==> src/rtl/seg_anim_pkg.sv <==
// Shared types and constants for the seg_anim_seq 7-segment animation sequencer.
package seg_anim_pkg;

    typedef enum logic [1:0] {
        FWD      = 2'b00,
        REV      = 2'b01,
        PINGPONG = 2'b10,
        HOLD     = 2'b11
    } mode_t;

    typedef enum logic [1:0] {
        IDLE  = 2'b00,
        RUN   = 2'b01,
        PAUSE = 2'b10
    } state_t;

    localparam int SEG_A = 0;
    localparam int SEG_B = 1;
    localparam int SEG_C = 2;
    localparam int SEG_D = 3;
    localparam int SEG_E = 4;
    localparam int SEG_F = 5;
    localparam int SEG_G = 6;

    // Frames walk the outer ring a..f; g marks the second lap and beyond.
    localparam int PATTERN_CYCLE = 6;

    localparam logic [6:0] SEG_RESET = 7'h01;

endpackage

==> src/rtl/seg_frame_rom.sv <==
// Combinational frame-index to segment-pattern lookup for seg_anim_seq.
module seg_frame_rom
    import seg_anim_pkg::*;
#(
    parameter int N_FRAMES = 6,
    parameter int SEG_W    = 7
) (
    input  logic [$clog2(N_FRAMES)-1:0] idx,
    output logic [SEG_W-1:0]            pattern
);

    int idx_i;
    int pos;

    always_comb begin
        pattern = '0;
        idx_i   = int'(idx);
        pos     = idx_i % PATTERN_CYCLE;
        for (int b = 0; b < SEG_W; b++) begin
            if (b == pos) pattern[b] = 1'b1;
            if (b == SEG_G && idx_i >= PATTERN_CYCLE) pattern[b] = 1'b1;
        end
    end

endmodule

==> src/rtl/seg_anim_seq.sv <==
// Parametrised 7-segment animation sequencer (forward/reverse/ping-pong/hold).
// Defining SEG_ANIM_DP_EN adds a dp output that toggles on every sequence wrap.
module seg_anim_seq
    import seg_anim_pkg::*;
#(
    parameter int N_FRAMES = 6,
    parameter int DIV_W    = 8,
    parameter int SEG_W    = 7
) (
    input  logic                        clk,
    input  logic                        rst_n,
    input  logic                        ena,
    input  logic                        clear,
    input  logic                        run,
    input  logic [1:0]                  mode,
    input  logic [DIV_W-1:0]            period,
`ifdef SEG_ANIM_DP_EN
    output logic                        dp,
`endif
    output logic [SEG_W-1:0]            segments,
    output logic [$clog2(N_FRAMES)-1:0] frame,
    output logic                        step_pulse
);

    // state | meaning
    // IDLE  | after reset/clear, waiting for run
    // RUN   | prescaler counting, frames stepping
    // PAUSE | run dropped, frame held
    localparam int FW = $clog2(N_FRAMES);
    localparam logic [FW-1:0] LAST = FW'(N_FRAMES - 1);

    state_t            state, state_nxt;
    logic [DIV_W-1:0]  cnt, cnt_nxt;
    logic [FW-1:0]     frame_nxt;
    logic              dir_up, dir_nxt;
    logic              pulse_nxt;
    logic              step_due;
    logic [SEG_W-1:0]  rom_pattern;

    assign step_due = (cnt >= period);

    always_comb begin
        state_nxt = state;
        cnt_nxt   = cnt;
        frame_nxt = frame;
        dir_nxt   = dir_up;
        pulse_nxt = 1'b0;
        if (clear) begin
            state_nxt = IDLE;
            cnt_nxt   = '0;
            frame_nxt = '0;
            dir_nxt   = 1'b1;
        end else begin
            case (state)
                IDLE, PAUSE: begin
                    if (run) begin
                        state_nxt = RUN;
                        cnt_nxt   = '0;
                    end
                end
                RUN: begin
                    if (!run) begin
                        state_nxt = PAUSE;
                    end else if (step_due) begin
                        cnt_nxt = '0;
                        case (mode_t'(mode))
                            FWD: begin
                                frame_nxt = (frame == LAST) ? '0 : frame + FW'(1);
                                pulse_nxt = 1'b1;
                            end
                            REV: begin
                                frame_nxt = (frame == '0) ? LAST : frame - FW'(1);
                                pulse_nxt = 1'b1;
                            end
                            PINGPONG: begin
                                pulse_nxt = 1'b1;
                                if (dir_up) begin
                                    if (frame == LAST) begin
                                        dir_nxt   = 1'b0;
                                        frame_nxt = LAST - FW'(1);
                                    end else begin
                                        frame_nxt = frame + FW'(1);
                                    end
                                end else begin
                                    if (frame == '0) begin
                                        dir_nxt   = 1'b1;
                                        frame_nxt = FW'(1);
                                    end else begin
                                        frame_nxt = frame - FW'(1);
                                    end
                                end
                            end
                            HOLD: frame_nxt = frame;
                        endcase
                    end else begin
                        cnt_nxt = cnt + DIV_W'(1);
                    end
                end
                default: state_nxt = IDLE;
            endcase
        end
    end

    // Segments come from the next-frame value so they never lag frame.
    seg_frame_rom #(
        .N_FRAMES (N_FRAMES),
        .SEG_W    (SEG_W)
    ) u_rom (
        .idx     (frame_nxt),
        .pattern (rom_pattern)
    );

    always_ff @(posedge clk or negedge rst_n) begin
        if (!rst_n) begin
            state      <= IDLE;
            cnt        <= '0;
            frame      <= '0;
            dir_up     <= 1'b1;
            step_pulse <= 1'b0;
            segments   <= SEG_W'(SEG_RESET);
        end else if (ena) begin
            state      <= state_nxt;
            cnt        <= cnt_nxt;
            frame      <= frame_nxt;
            dir_up     <= dir_nxt;
            step_pulse <= pulse_nxt;
            segments   <= rom_pattern;
        end
    end

`ifdef SEG_ANIM_DP_EN
    logic wrap;

    always_comb begin
        wrap = 1'b0;
        if (state == RUN && run && step_due) begin
            case (mode_t'(mode))
                FWD:      wrap = (frame == LAST);
                REV:      wrap = (frame == '0);
                PINGPONG: wrap = dir_up ? (frame == LAST) : (frame == '0);
                default:  wrap = 1'b0;
            endcase
        end
    end

    always_ff @(posedge clk or negedge rst_n) begin
        if (!rst_n) begin
            dp <= 1'b0;
        end else if (ena) begin
            if (clear)     dp <= 1'b0;
            else if (wrap) dp <= ~dp;
        end
    end
`endif

endmodule

==> config.mk <==
export PLATFORM = sky130hd
export DESIGN_NAME = seg_anim_seq
export DESIGN_NICKNAME = d
export VERILOG_FILES = /design/src/rtl/seg_anim_pkg.sv /design/src/rtl/seg_frame_rom.sv /design/src/rtl/seg_anim_seq.sv
export SDC_FILE = /design/constraint.sdc
export NUM_CORES = 1
export LEC_CHECK = 0
export CORE_ASPECT_RATIO = 0.5
export CORE_MARGIN = 2
export CORE_UTILIZATION = 45
export DETAILED_ROUTE_END_ITERATION = 12
export PLACE_DENSITY = 0.77
export SETUP_SLACK_MARGIN = 0.4
export SLEW_MARGIN = 15
export SYNTH_ARGS = -nofsm -noshare
export SYNTH_HDL_FRONTEND = slang
export SYNTH_HIERARCHICAL = 1
export SYNTH_SLANG_ARGS = --single-unit
==> constraint.sdc <==
create_clock -name clk -period 3.9 [get_ports clk]
set_input_delay 0.39 -clock clk [delete_from_list [all_inputs] [get_ports clk]]
set_output_delay 0.39 -clock clk [all_outputs]
set_load 0.05 [all_outputs]
# ---- Yosys cells after proc, flatten, opt, wreduce, memory -nomap -nowiden
# Index checks and enable logic that the tools add are counted.
dict set report classes {
  addsub 3
  n_eq_ne 15
  mux 40
  magnitude_cmp 2
  n_div 1
  n_reduce_logical 14
}
# cell count
set ops {}
lappend ops {{equality test 4 x 32 -> 1 bit, first input constant} 3}
lappend ops {{equality test 3 x 32 -> 1 bit, first input constant} 2}
lappend ops {{equality test 2 x 32 -> 1 bit, first input constant} 1}
lappend ops {{zero test 32 bit} 1}
lappend ops {{remainder unit 4 x 4 -> 32 bit, second input constant} 1}
lappend ops {{2-to-1 mux 8 bit} 4}
lappend ops {{2-to-1 mux 3 bit} 9}
lappend ops {{2-to-1 mux 1 bit} 21}
lappend ops {{case mux 8 bit (2 select lines)} 1}
lappend ops {{case mux 3 bit (4 select lines)} 1}
lappend ops {{inequality test 3 bit, second input constant} 3}
lappend ops {{adder 8 x 1 -> 8 bit, second input constant} 1}
lappend ops {{>= comparator 8 bit} 1}
lappend ops {{nonzero test 2 bit} 4}
lappend ops {{equality test 2 bit, second input constant} 3}
lappend ops {{2-to-1 mux 2 bit} 3}
lappend ops {{AND reduction 5 bit} 1}
lappend ops {{equality test 2 x 1 -> 1 bit, second input constant} 2}
lappend ops {{zero test 2 bit} 2}
lappend ops {{case mux 2 bit (2 select lines)} 1}
lappend ops {{AND reduction 4 bit} 1}
lappend ops {{adder 3 x 1 -> 3 bit, second input constant} 1}
lappend ops {{equality test 3 bit, second input constant} 1}
lappend ops {{>= comparator 3 bit, second input constant} 1}
lappend ops {{6 further kinds} 6}
dict set report totals {
  ff_bits 22
  inputBits 15
}

# ---- Longest topological paths before layout
# Gate-level depths: netlist of the first run.
dict set report depth {
  word_depth 12
  mapped_depth 10
}

# ---- Hierarchy
# The synthesis of the first run kept the hierarchy.
# module n_inst cells_per_inst seq_area_each_um2 area_each_um2
set modules_own_cells {}
lappend modules_own_cells {seg_anim_seq 1 169 553.0 1545.2}
lappend modules_own_cells {seg_frame_rom 1 10 0.0 65.1}

# ---- Worst setup path after synthesis of the first run
# OpenSTA, ideal clock, no wires.
dict set report synth_path {
  path_type {reg2reg}
  from {reg frame[1]}
  to {reg segments[2]}
  period_less_slack_ns 2.639
  setup_slack_ns 1.261
  t_arrival_ns 2.515
  required_time_ns 3.775
  path_stages_with_launch 10
  setup_time_ns 0.125
  path_cell_list {dfrtp_1 > buf_6 > or3b_1 > a21oi_1 > a21oi_1 > or4_1 > a21oi_1 > nand2b_4 > nor2_1 > mux2_2}
}
dict set report synth_via {
  elab_chain_len 11
  word_cells_on_any_way 17
}
# element line
set synth_rtl {}
lappend synth_rtl {{start: declaration} seg_anim_seq.sv:21} ;# output logic [$clog2(N_FRAMES)-1:0] frame,
lappend synth_rtl {{start signal: assignment} seg_anim_seq.sv:124} ;# frame <= frame_nxt;
lappend synth_rtl {{subtractor 3 x 1 -> 3 bit (tied with other cells)} {seg_anim_seq.sv:72, seg_anim_seq.sv:89}}
lappend synth_rtl {{2-to-1 mux 3 bit, on equally long branches} {seg_anim_seq.sv:85, seg_anim_seq.sv:78}}
lappend synth_rtl {{2-to-1 mux 3 bit} seg_anim_seq.sv:77} ;# if (dir_up) begin
lappend synth_rtl {{case mux 3 bit (4 select lines) *} seg_anim_seq.sv:66} ;# case (mode_t'(mode))
lappend synth_rtl {{2-to-1 mux 3 bit *} seg_anim_seq.sv:64} ;# end else if (step_due) begin
lappend synth_rtl {{2-to-1 mux 3 bit *} seg_anim_seq.sv:62} ;# if (!run) begin
lappend synth_rtl {{2-to-1 mux 3 bit *} seg_anim_seq.sv:54} ;# case (state)
lappend synth_rtl {{2-to-1 mux 3 bit *} seg_anim_seq.sv:48} ;# if (clear) begin
lappend synth_rtl {{via frame_nxt[2]} seg_anim_seq.sv:34} ;# logic [FW-1:0] frame_nxt;
lappend synth_rtl {{remainder unit 4 x 4 -> 32 bit *} seg_frame_rom.sv:18} ;# pos = idx_i % PATTERN_CYCLE;
lappend synth_rtl {{equality test 3 x 32 -> 1 bit *} seg_frame_rom.sv:20} ;# if (b == pos) pattern[b] = 1'b1;
lappend synth_rtl {{2-to-1 mux 1 bit *} seg_frame_rom.sv:20}
lappend synth_rtl {{via rom_pattern[2]} seg_anim_seq.sv:38} ;# logic [SEG_W-1:0] rom_pattern;
lappend synth_rtl {{end signal: assignment} seg_anim_seq.sv:120} ;# segments <= SEG_W'(SEG_RESET);
lappend synth_rtl {{end signal: assignment} seg_anim_seq.sv:127} ;# segments <= rom_pattern;
lappend synth_rtl {{end: declaration} seg_anim_seq.sv:20} ;# output logic [SEG_W-1:0] segments,
# Mark *: on every way through the listed nets, which the timed path passes. The rest lies on a longest branch.
# A chain may end at the register's enable or synchronous reset.

# ---- Worst setup path after layout of the first run
dict set report layout_path {
  from {in period[7]}
  to {reg segments[2]}
}
dict set report layout_via {
  elab_chain_len 8
}
# element line
set layout_rtl {}
lappend layout_rtl {{start: declaration} seg_anim_seq.sv:16} ;# input logic [DIV_W-1:0] period,
lappend layout_rtl {{>= comparator 8 bit} seg_anim_seq.sv:40} ;# assign step_due = (cnt >= period);
lappend layout_rtl {{2-to-1 mux 3 bit} seg_anim_seq.sv:64}
lappend layout_rtl {{2-to-1 mux 3 bit} seg_anim_seq.sv:62}
lappend layout_rtl {{2-to-1 mux 3 bit} seg_anim_seq.sv:54}
lappend layout_rtl {{2-to-1 mux 3 bit} seg_anim_seq.sv:48}
lappend layout_rtl {{via frame_nxt[2]} seg_anim_seq.sv:34}
lappend layout_rtl {{remainder unit 4 x 4 -> 32 bit} seg_frame_rom.sv:18}
lappend layout_rtl {{equality test 3 x 32 -> 1 bit} seg_frame_rom.sv:20}
lappend layout_rtl {{2-to-1 mux 1 bit} seg_frame_rom.sv:20}
lappend layout_rtl {{via rom_pattern[2]} seg_anim_seq.sv:38}
# The timed path passes the listed nets, and every way through them passes these cells.

==> run summary, run 1 <==
For the sequential cell area fraction in the yosys report, the log shows 0.3434. Summed over all instances, the cell type with the most area after synthesis is sky130_fd_sc_hd__dfrtp_1. The TritonCTS buffer count came out at 3.

The routed layout has 1388 vias. The root buffer cell was sky130_fd_sc_hd__clkbuf_8. The required time of the critical path was 4.05 ns; the post-route clock skew was 0.003548 ns. A synthesized cell averages 8.996 sq um. Row generation in the floorplan step produced 15 rows.

The fraction of registers with async set or reset after synthesis is 1.000, and the H-tree depth reported by CTS is 1. The half-perimeter wire length of the detailed placement result is 2520 microns, and the global router's overall resource usage is 0.1773. The highest clock rate came out at 0.3374 GHz. The first detailed-routing pass took 4 iterations. The global-route congestion overflow total is 0, and the detailed-route wire length per cell is 13.38 microns. The number of cells on the worst reg-to-reg path is 10. The hold violation total from the final report was 0. The worst-case IR drop observed on VDD is 0.0001976 V. The area of the mapped netlist was 1610 sq um; the starting utilization of the core area was 0.4689. Across the run, the number of max-cap violations was 0.

Number of cells upsized or downsized after cts: 0. The via density per instance was 5.486; the initial antenna violation count was 0. The startpoint identified for the worst register-to-register timing path is cnt[0].

The total wire length came out at 3386 microns. The via count of the first global-routing pass was 1265; the setup TNS was 0 ns. The die is 46.30 microns tall. Final number of max-transition violations: 0. For this design the ratio of total power to cell area is 320.9 nW/um^2.

The first global-routing pass estimated 5471 microns of wire. The total area inside the core boundary comes to 3435 sq um. The run gives 0.26 ns as the clock latency reported for the late side of the worst-skew pair.

The detail route stage leaves a number of antenna-violating nets equal to 0. Setup violations remaining at the end of the flow were counted as 0. The tightest hold path in the finished design has a slack of 0.5013 ns. Cell count of the worst hold path: 1. Entering global routing, the biggest net connects 23 pins.

Clock-pin slew was measured on the worst setup and hold paths at 0.08 ns. The die span in x was 88.60 microns. In this run the deepest clock path goes through 2 buffers. The cell with the biggest individual delay on the critical path is sky130_fd_sc_hd__or4_1. The hold buffer count at CTS was 0. Setup repair after global routing left no endpoint under its margin. Along the worst path, the maximum fanout reaches 10. TritonCTS built the clock tree. The post-placement setup slack was 0.6440 ns. The number of storage elements in the synthesis netlist is 22, and the time the final worst path needs with I/O delays and setup is 2.964 ns. Post-route cell area: 1918 sq um. Yosys printed 6 warnings.

Counting every instance in the synthesized netlist gives 179. The worst hold path begins at step_pulse. Classification of the worst setup path: in -> reg. The critical path's largest stage delay was 0.55 ns; the unique cell type count in the Yosys netlist was 52.

For this design the top-level I/O count stands at 26. The total die area came out at 4102 sq um. The min-delay analysis places its worst path in the category reg -> reg.

The DRC violation total after the first TritonRoute iteration is 49. The worst setup path is captured at a flop. In the routed design, unresolved DRC markers number 0.

Once placement finished, the instance area stood at 1863 sq um. From synthesis to final layout, the design area changed by 19.11%. Beginning of the critical path: period[7]. Least setup slack across all paths after layout: 0.9361 ns. The most used flip-flop cell after synthesis is sky130_fd_sc_hd__dfrtp_1.

The number of setup buffers added after CTS is 0. At the pin with the least slew margin, the transition time is 1.031 ns. The kind of start point of the critical path was an input port. The number of nets in the synthesized netlist is 203. The tools report the worst slew margin relative to its limit as 0.3105.

By area the synthesized netlist is led by sky130_fd_sc_hd__dfrtp_1 (31%), sky130_fd_sc_hd__ha_1 (7.0%), sky130_fd_sc_hd__inv_1 (5.1%), sky130_fd_sc_hd__mux2_2 (4.9%), sky130_fd_sc_hd__a21oi_1 (4.7%). The fraction of final layout cells with drive strength greater than 1 came out at 0.1238. Counting stages on the worst path, the most repeated cell is sky130_fd_sc_hd__a21oi_2. The synthesized design contains 0 enable-type register cells. For this design the static power due to leakage is 0.7977 nW. The tree built by TritonCTS fans out to 22 sinks. The number of filler cells placed in the layout was 309; the placer congestion estimate was 0.9128.

The area share of the largest cell type after synthesis is 0.3108, and the period utilization is 0.7600. The slack of the worst reg-to-reg path is 0.97 ns. At the worst endpoint, the arrival time is 3.12 ns. The run finished with clean final reports.

After the last flow step, the layout net total stands at 227. The number of antenna diodes in the final layout is 0. The critical path goes through clkdlybuf4s50_1 -> inv_1 -> ha_1 -> nand4_1 -> a21oi_2 -> a21oi_2 -> or4_1 -> a21oi_1 -> nand2b_4 -> nor2_1 -> mux2_2. Buffers placed on the I/O ports in this run total 25. The completed layout was analyzed and its total power is 0.6155 mW.
[sequential cells by signal, summed over array words and instances (netlist names)]
register and cells:
state 2, frame 3, dir_up 1, cnt 8
step_pulse 1, segments 7
[routing by layer]
metal / part of all wire / GRT usage / wire, microns / vias up
li1: - / - / - / 693
met1: 0.47 / 0.2191 / 1581 / 659
met2: 0.49 / 0.3053 / 1647 / 30
met3: 0.034 / 0.04480 / 115 / 6
met4: 0.012 / 0.06970 / 42 / 0
met5: 0 / 0 / 0 / -
[final cells by class]
class                   instances  area, sq um  area share
repair buffers                 26        257.7      0.1344
multi-input cells             128        905.9      0.4723
clock buffers                   4        55.05     0.02870
flip-flops and latches         22        553.0      0.2883
well taps                      51        63.81     0.03327
inverters                      22        82.58     0.04305
[critical path: cells and delay by family]
kind / cells / cell delay [ns]
buffers and inverters: 2 / 0.49
AND/OR/NAND/NOR: 4 / 0.91
multiplexers: 1 / 0.26
AO/OA/AOI/OAI: 3 / 0.74
adder cells (fa/ha/maj): 1 / 0.31
[layout by cell type, fill, tap and decap left out, types with 2 or more instances in the layout]
master and instances:
sky130_fd_sc_hd__nor2_1 6, sky130_fd_sc_hd__a2111o_1 2, sky130_fd_sc_hd__nand2_1 15, sky130_fd_sc_hd__a21oi_1 15
sky130_fd_sc_hd__and2_1 2, sky130_fd_sc_hd__clkbuf_8 4, sky130_fd_sc_hd__nor2b_1 3, sky130_fd_sc_hd__nor4_1 3
sky130_fd_sc_hd__o21ai_0 11, sky130_fd_sc_hd__o22ai_1 3, sky130_fd_sc_hd__a31oi_1 2, sky130_fd_sc_hd__nand2b_1 2
sky130_fd_sc_hd__nand2b_4 2, sky130_fd_sc_hd__clkdlybuf4s50_1 25, sky130_fd_sc_hd__o221ai_1 2, sky130_fd_sc_hd__ha_1 9
sky130_fd_sc_hd__nand3_1 5, sky130_fd_sc_hd__nor3_1 4, sky130_fd_sc_hd__dfstp_2 2, sky130_fd_sc_hd__nand4_1 2
sky130_fd_sc_hd__o211ai_1 2, sky130_fd_sc_hd__and3_1 4, sky130_fd_sc_hd__a21boi_0 2, sky130_fd_sc_hd__dfrtp_1 20
sky130_fd_sc_hd__inv_1 22, sky130_fd_sc_hd__o21ai_1 2, sky130_fd_sc_hd__a21oi_2 2, sky130_fd_sc_hd__mux2_2 7
[logic make-up (layout without fill, tap and decap cells)]
group | Yosys count | after routing | synth area share
AO/OA/AOI/OAI | 53 | 53 | 0.2277
AND/OR/NAND/NOR | 58 | 58 | 0.2098
buffers and inverters | 29 | 52 | 0.09401
multiplexers | 8 | 8 | 0.05517
adder cells (fa/ha/maj) | 9 | 9 | 0.06993
flip-flops | 22 | 22 | 0.3434
[per-stage QoR]
step / utilization / std cells
finish: 0.5585 / 253
global route: 0.5585 / 253
CTS: 0.5585 / 253
detailed placement: 0.5424 / 249
global placement: 0.5424 / 249
floorplan: - / 179
[report_power, final]
part | leakage, nW | switching [mW] | internal, mW
clock network | 0.0288 | 0.0749 | 0.0900
logic | 0.474 | 0.108 | 0.0753
registers | 0.295 | 0.0223 | 0.245
total | 0.798 | 0.205 | 0.411
[path summary, 6_finish.rpt]
path	endpoint
max	segments[2]
min	step_pulse
max reg2reg	segments[5]
min reg2reg	step_pulse
max in group asynchronous	cnt[0]
min in group asynchronous	cnt[3]
[synth_stat cells (3+ instances only)]
cell                       instances
sky130_fd_sc_hd__a21oi_1          15
sky130_fd_sc_hd__mux2_2            7
sky130_fd_sc_hd__nand2_1          15
sky130_fd_sc_hd__nor3_1            4
sky130_fd_sc_hd__clkbuf_8          3
sky130_fd_sc_hd__o22ai_1           3
sky130_fd_sc_hd__nor2b_1           3
sky130_fd_sc_hd__dfrtp_1          20
sky130_fd_sc_hd__ha_1              9
sky130_fd_sc_hd__nor4_1            3
sky130_fd_sc_hd__and3_1            4
sky130_fd_sc_hd__nor2_1            6
sky130_fd_sc_hd__inv_1            22
sky130_fd_sc_hd__nand3_1           5
sky130_fd_sc_hd__o21ai_0          11
No activity file was read; power rests on OpenSTA's default activity.
==> run 2, diff against run 1 <==
--- a/config.mk
+++ b/config.mk
@@ -9,7 +9,7 @@
 export CORE_MARGIN = 2
 export CORE_UTILIZATION = 45
 export DETAILED_ROUTE_END_ITERATION = 12
-export PLACE_DENSITY = 0.77
+export PLACE_DENSITY = 0.8
 export SETUP_SLACK_MARGIN = 0.4
 export SLEW_MARGIN = 15
 export SYNTH_ARGS = -nofsm -noshare
==> constraint.sdc (replaced) <==
create_clock -name clk -period 2.4 [get_ports clk]
set_input_delay 0.24 -clock clk [delete_from_list [all_inputs] [get_ports clk]]
set_output_delay 0.24 -clock clk [all_outputs]
set_load 0.05 [all_outputs]
==> run 2 against run 1 <==
The run now ends with setup timing left. Register-to-register slack worse by 1.1 ns. First-iteration DRC count increased to 2.9 times the previous value. Design area increased by 23%. Clock skew is 0.0034 ns higher. Critical path depth down 1. Sequential share of layout area shrank 5.3 points. Critical endpoint is now segments[1]. Highest routed layer unchanged.
==> run summary, run 2 (synthesis gave the netlist of run 1 again) <==
The leakage power summed over all cells is 1.013 nW. The congestion estimate from routability-driven global placement came to 0.8317. The run gives 3 as the TritonCTS buffer count. In the final layout, the registers with the most flip-flops are cnt x8, segments x7, frame x3. STA classifies the critical path startpoint as a flop. The arrival time of the worst setup path was 2.69 ns.

The global router's overall resource usage is 0.2228. More flip-flops sit in one register than any other, and that register is cnt. Leaving out fill and tap cells, the most frequent cells in the layout are sky130_fd_sc_hd__buf_4 (28), sky130_fd_sc_hd__dfrtp_1 (19), sky130_fd_sc_hd__clkdlybuf4s50_1 (19), sky130_fd_sc_hd__inv_1 (18), sky130_fd_sc_hd__nand2_1 (15). The worst slew margin relative to its limit was 0.5842; the half-perimeter wire length of the detailed placement result was 2914 microns. The run finished, with violations left. The tools report the first-pass GRT wire length as 6810 microns.

Entering global routing, the biggest net connects 23 pins. The checks that failed: setup timing. The logs give 0 for the post-route antenna net violation count and 1480 for the via count of the first global-routing pass.

The post-route clock skew was 0.006908 ns; the period utilization was 1.051. TritonCTS built the clock tree. The hold violation total from the final report is 0, and the number of diodes added for antenna fixing is 0. The logs give 10 for the final count of negative-setup-slack endpoints and 259 for the final net count.

In this run the horizontal extent of the chip is 88.60 microns. IR analysis of the VDD net gives a maximum drop of 0.0002864 V. The library cell used most frequently in the layout, excluding fill and tap cells, is sky130_fd_sc_hd__buf_4.

The highest clock rate is 0.3965 GHz, and the utilization after layout is 0.6867. The classification of the worst setup path was reg -> reg. After global routing the overflow that remains totals 0. The final number of max-transition violations came out at 0. Dividing the detail-routed wire length by the instance count gives 17.07 microns. The tools report the DRC violations left as 0. Clock latency on the worst-skew pair, taken at its later pin, is 0.27 ns. For the first-pass iteration count of the detailed router, the log shows 4. The starting utilization of the core area was 0.4689; the required time of the critical path was 2.56 ns.

The clock slew at the register clock pins of the worst setup and hold paths works out to 0.09 ns. Worst min-delay path class: in -> async. The die covers 4102 sq um. The total area inside the core boundary comes to 3435 sq um. Dividing the detail-routed via count by the number of cells gives 5.779. Input and output buffers added on the ports amount to 25. The tools report the number of max-cap violations as 0. The worst path needs 2.522 ns of the cycle, external delays included. Signed area change from the synthesized netlist to the final layout: 46.46%. The initialized floorplan defines 15 standard-cell rows. The root buffer cell chosen for the clock tree is sky130_fd_sc_hd__clkbuf_8. The initial antenna violation count was 0. The H-tree depth reported by CTS was 1; the die outline height was 46.30 microns. The total wire length was 4865 microns; the number of sinks handled by clock tree synthesis was 22. The number of flip-flops in the largest register was 8; the critical-path maximum fanout was 5. Endpoint type of the worst setup path: a flop. The least setup slack across all paths after layout is -0.1222 ns, and the number of placed cells counting well taps is 270.

The tools report the DRC violation total after the first TritonRoute iteration as 141. After the flow finishes, the layout carries non-filler instances totaling 285. Setup repair after global routing could not meet its margin everywhere. After clock tree synthesis, the flow added hold-fix buffers numbering 0.

Pin placement for this block handled 26 I/O pins. The clock passes through at most 2 buffers. Overall power consumption after layout is estimated at 1.177 mW.

Summing over every cut layer, the via total after detailed routing is 1647. Power spread over the standard cell area amounts to 499.2 nW/um^2. The fraction of final layout cells with drive strength greater than 1 works out to 0.3419. The transition at the pin with the smallest max-transition slack was 0.6217 ns.
run 2: final cells by class:
cell class,count,area (sq um)
Multi-Input combinational cell,129,1085
Timing Repair Buffer,57,501.7
Tap cell,51,63.81
Clock buffer,3,41.29
Clock inverter,1,30.03
Inverter,22,82.58
Fill cell,243,1076
Sequential cell,22,554.3
run 2: report_power, final:
part / internal [mW] / switching (mW)
Combinational: 0.173 / 0.229
Sequential: 0.399 / 0.0231
Clock: 0.223 / 0.130
run 2: path summary, 6_finish.rpt:
check                           start     endpoint  slack, ns  depth (start not counted)
hold / removal                  rst_n   step_pulse       0.32                          2
min in group clk           step_pulse   step_pulse       0.50                          1
max in group asynchronous       rst_n  segments[0]       1.80                          2
hold reg to reg            step_pulse   step_pulse       0.50                          1
setup / recovery               cnt[0]  segments[1]      -0.12                         10
setup reg to reg               cnt[0]  segments[1]      -0.12                         10
run 2: repair_timing:
| action | CTS | global route |
|---|---|---|
| pin swaps | 10 | 5 |
| endpoints found under the hold margin | 0 | 0 |
| setup endpoints to repair | 17 | 19 |
| cloned | 1 | 0 |
| setup buffers | 4 | 6 |
| resized for setup | 28 | 14 |
run 2: worst max-delay path, cell delays in order, from the launching register on:
cell and delay [ns]:
sky130_fd_sc_hd__dfrtp_1 0.35, sky130_fd_sc_hd__inv_1 0.04, sky130_fd_sc_hd__ha_1 0.26, sky130_fd_sc_hd__nand2b_4 0.14, sky130_fd_sc_hd__a2111o_1 0.45, sky130_fd_sc_hd__a21oi_4 0.25
sky130_fd_sc_hd__nand4bb_4 0.22, sky130_fd_sc_hd__a21oi_4 0.08, sky130_fd_sc_hd__nand2b_4 0.19, sky130_fd_sc_hd__and3_1 0.17, sky130_fd_sc_hd__mux2_2 0.25
run 2: stage by stage:
step / worst slack, ns / setup TNS [ns] / cell area, sq um / hold WS (ns)
floorplan: -0.06795 / -0.2259 / 1645 / -0.05559
global placement: -0.4241 / -2.637 / 2056 / 0.4736
detailed placement: -0.5029 / -3.629 / 2056 / 0.4770
CTS: -0.04494 / -0.06088 / 2267 / 0.3216
global route: -0.2082 / -1.694 / 2359 / 0.3423
finish: -0.1222 / -0.5790 / 2359 / 0.3192
run 2: routing by layer:
metal,track usage,share of wire,up-vias
met4,0.06970,0.024,0
met1,0.2769,0.40,806
met3,0.06452,0.064,16
met2,0.3835,0.52,62
li1,-,-,763
met5,0,0,-
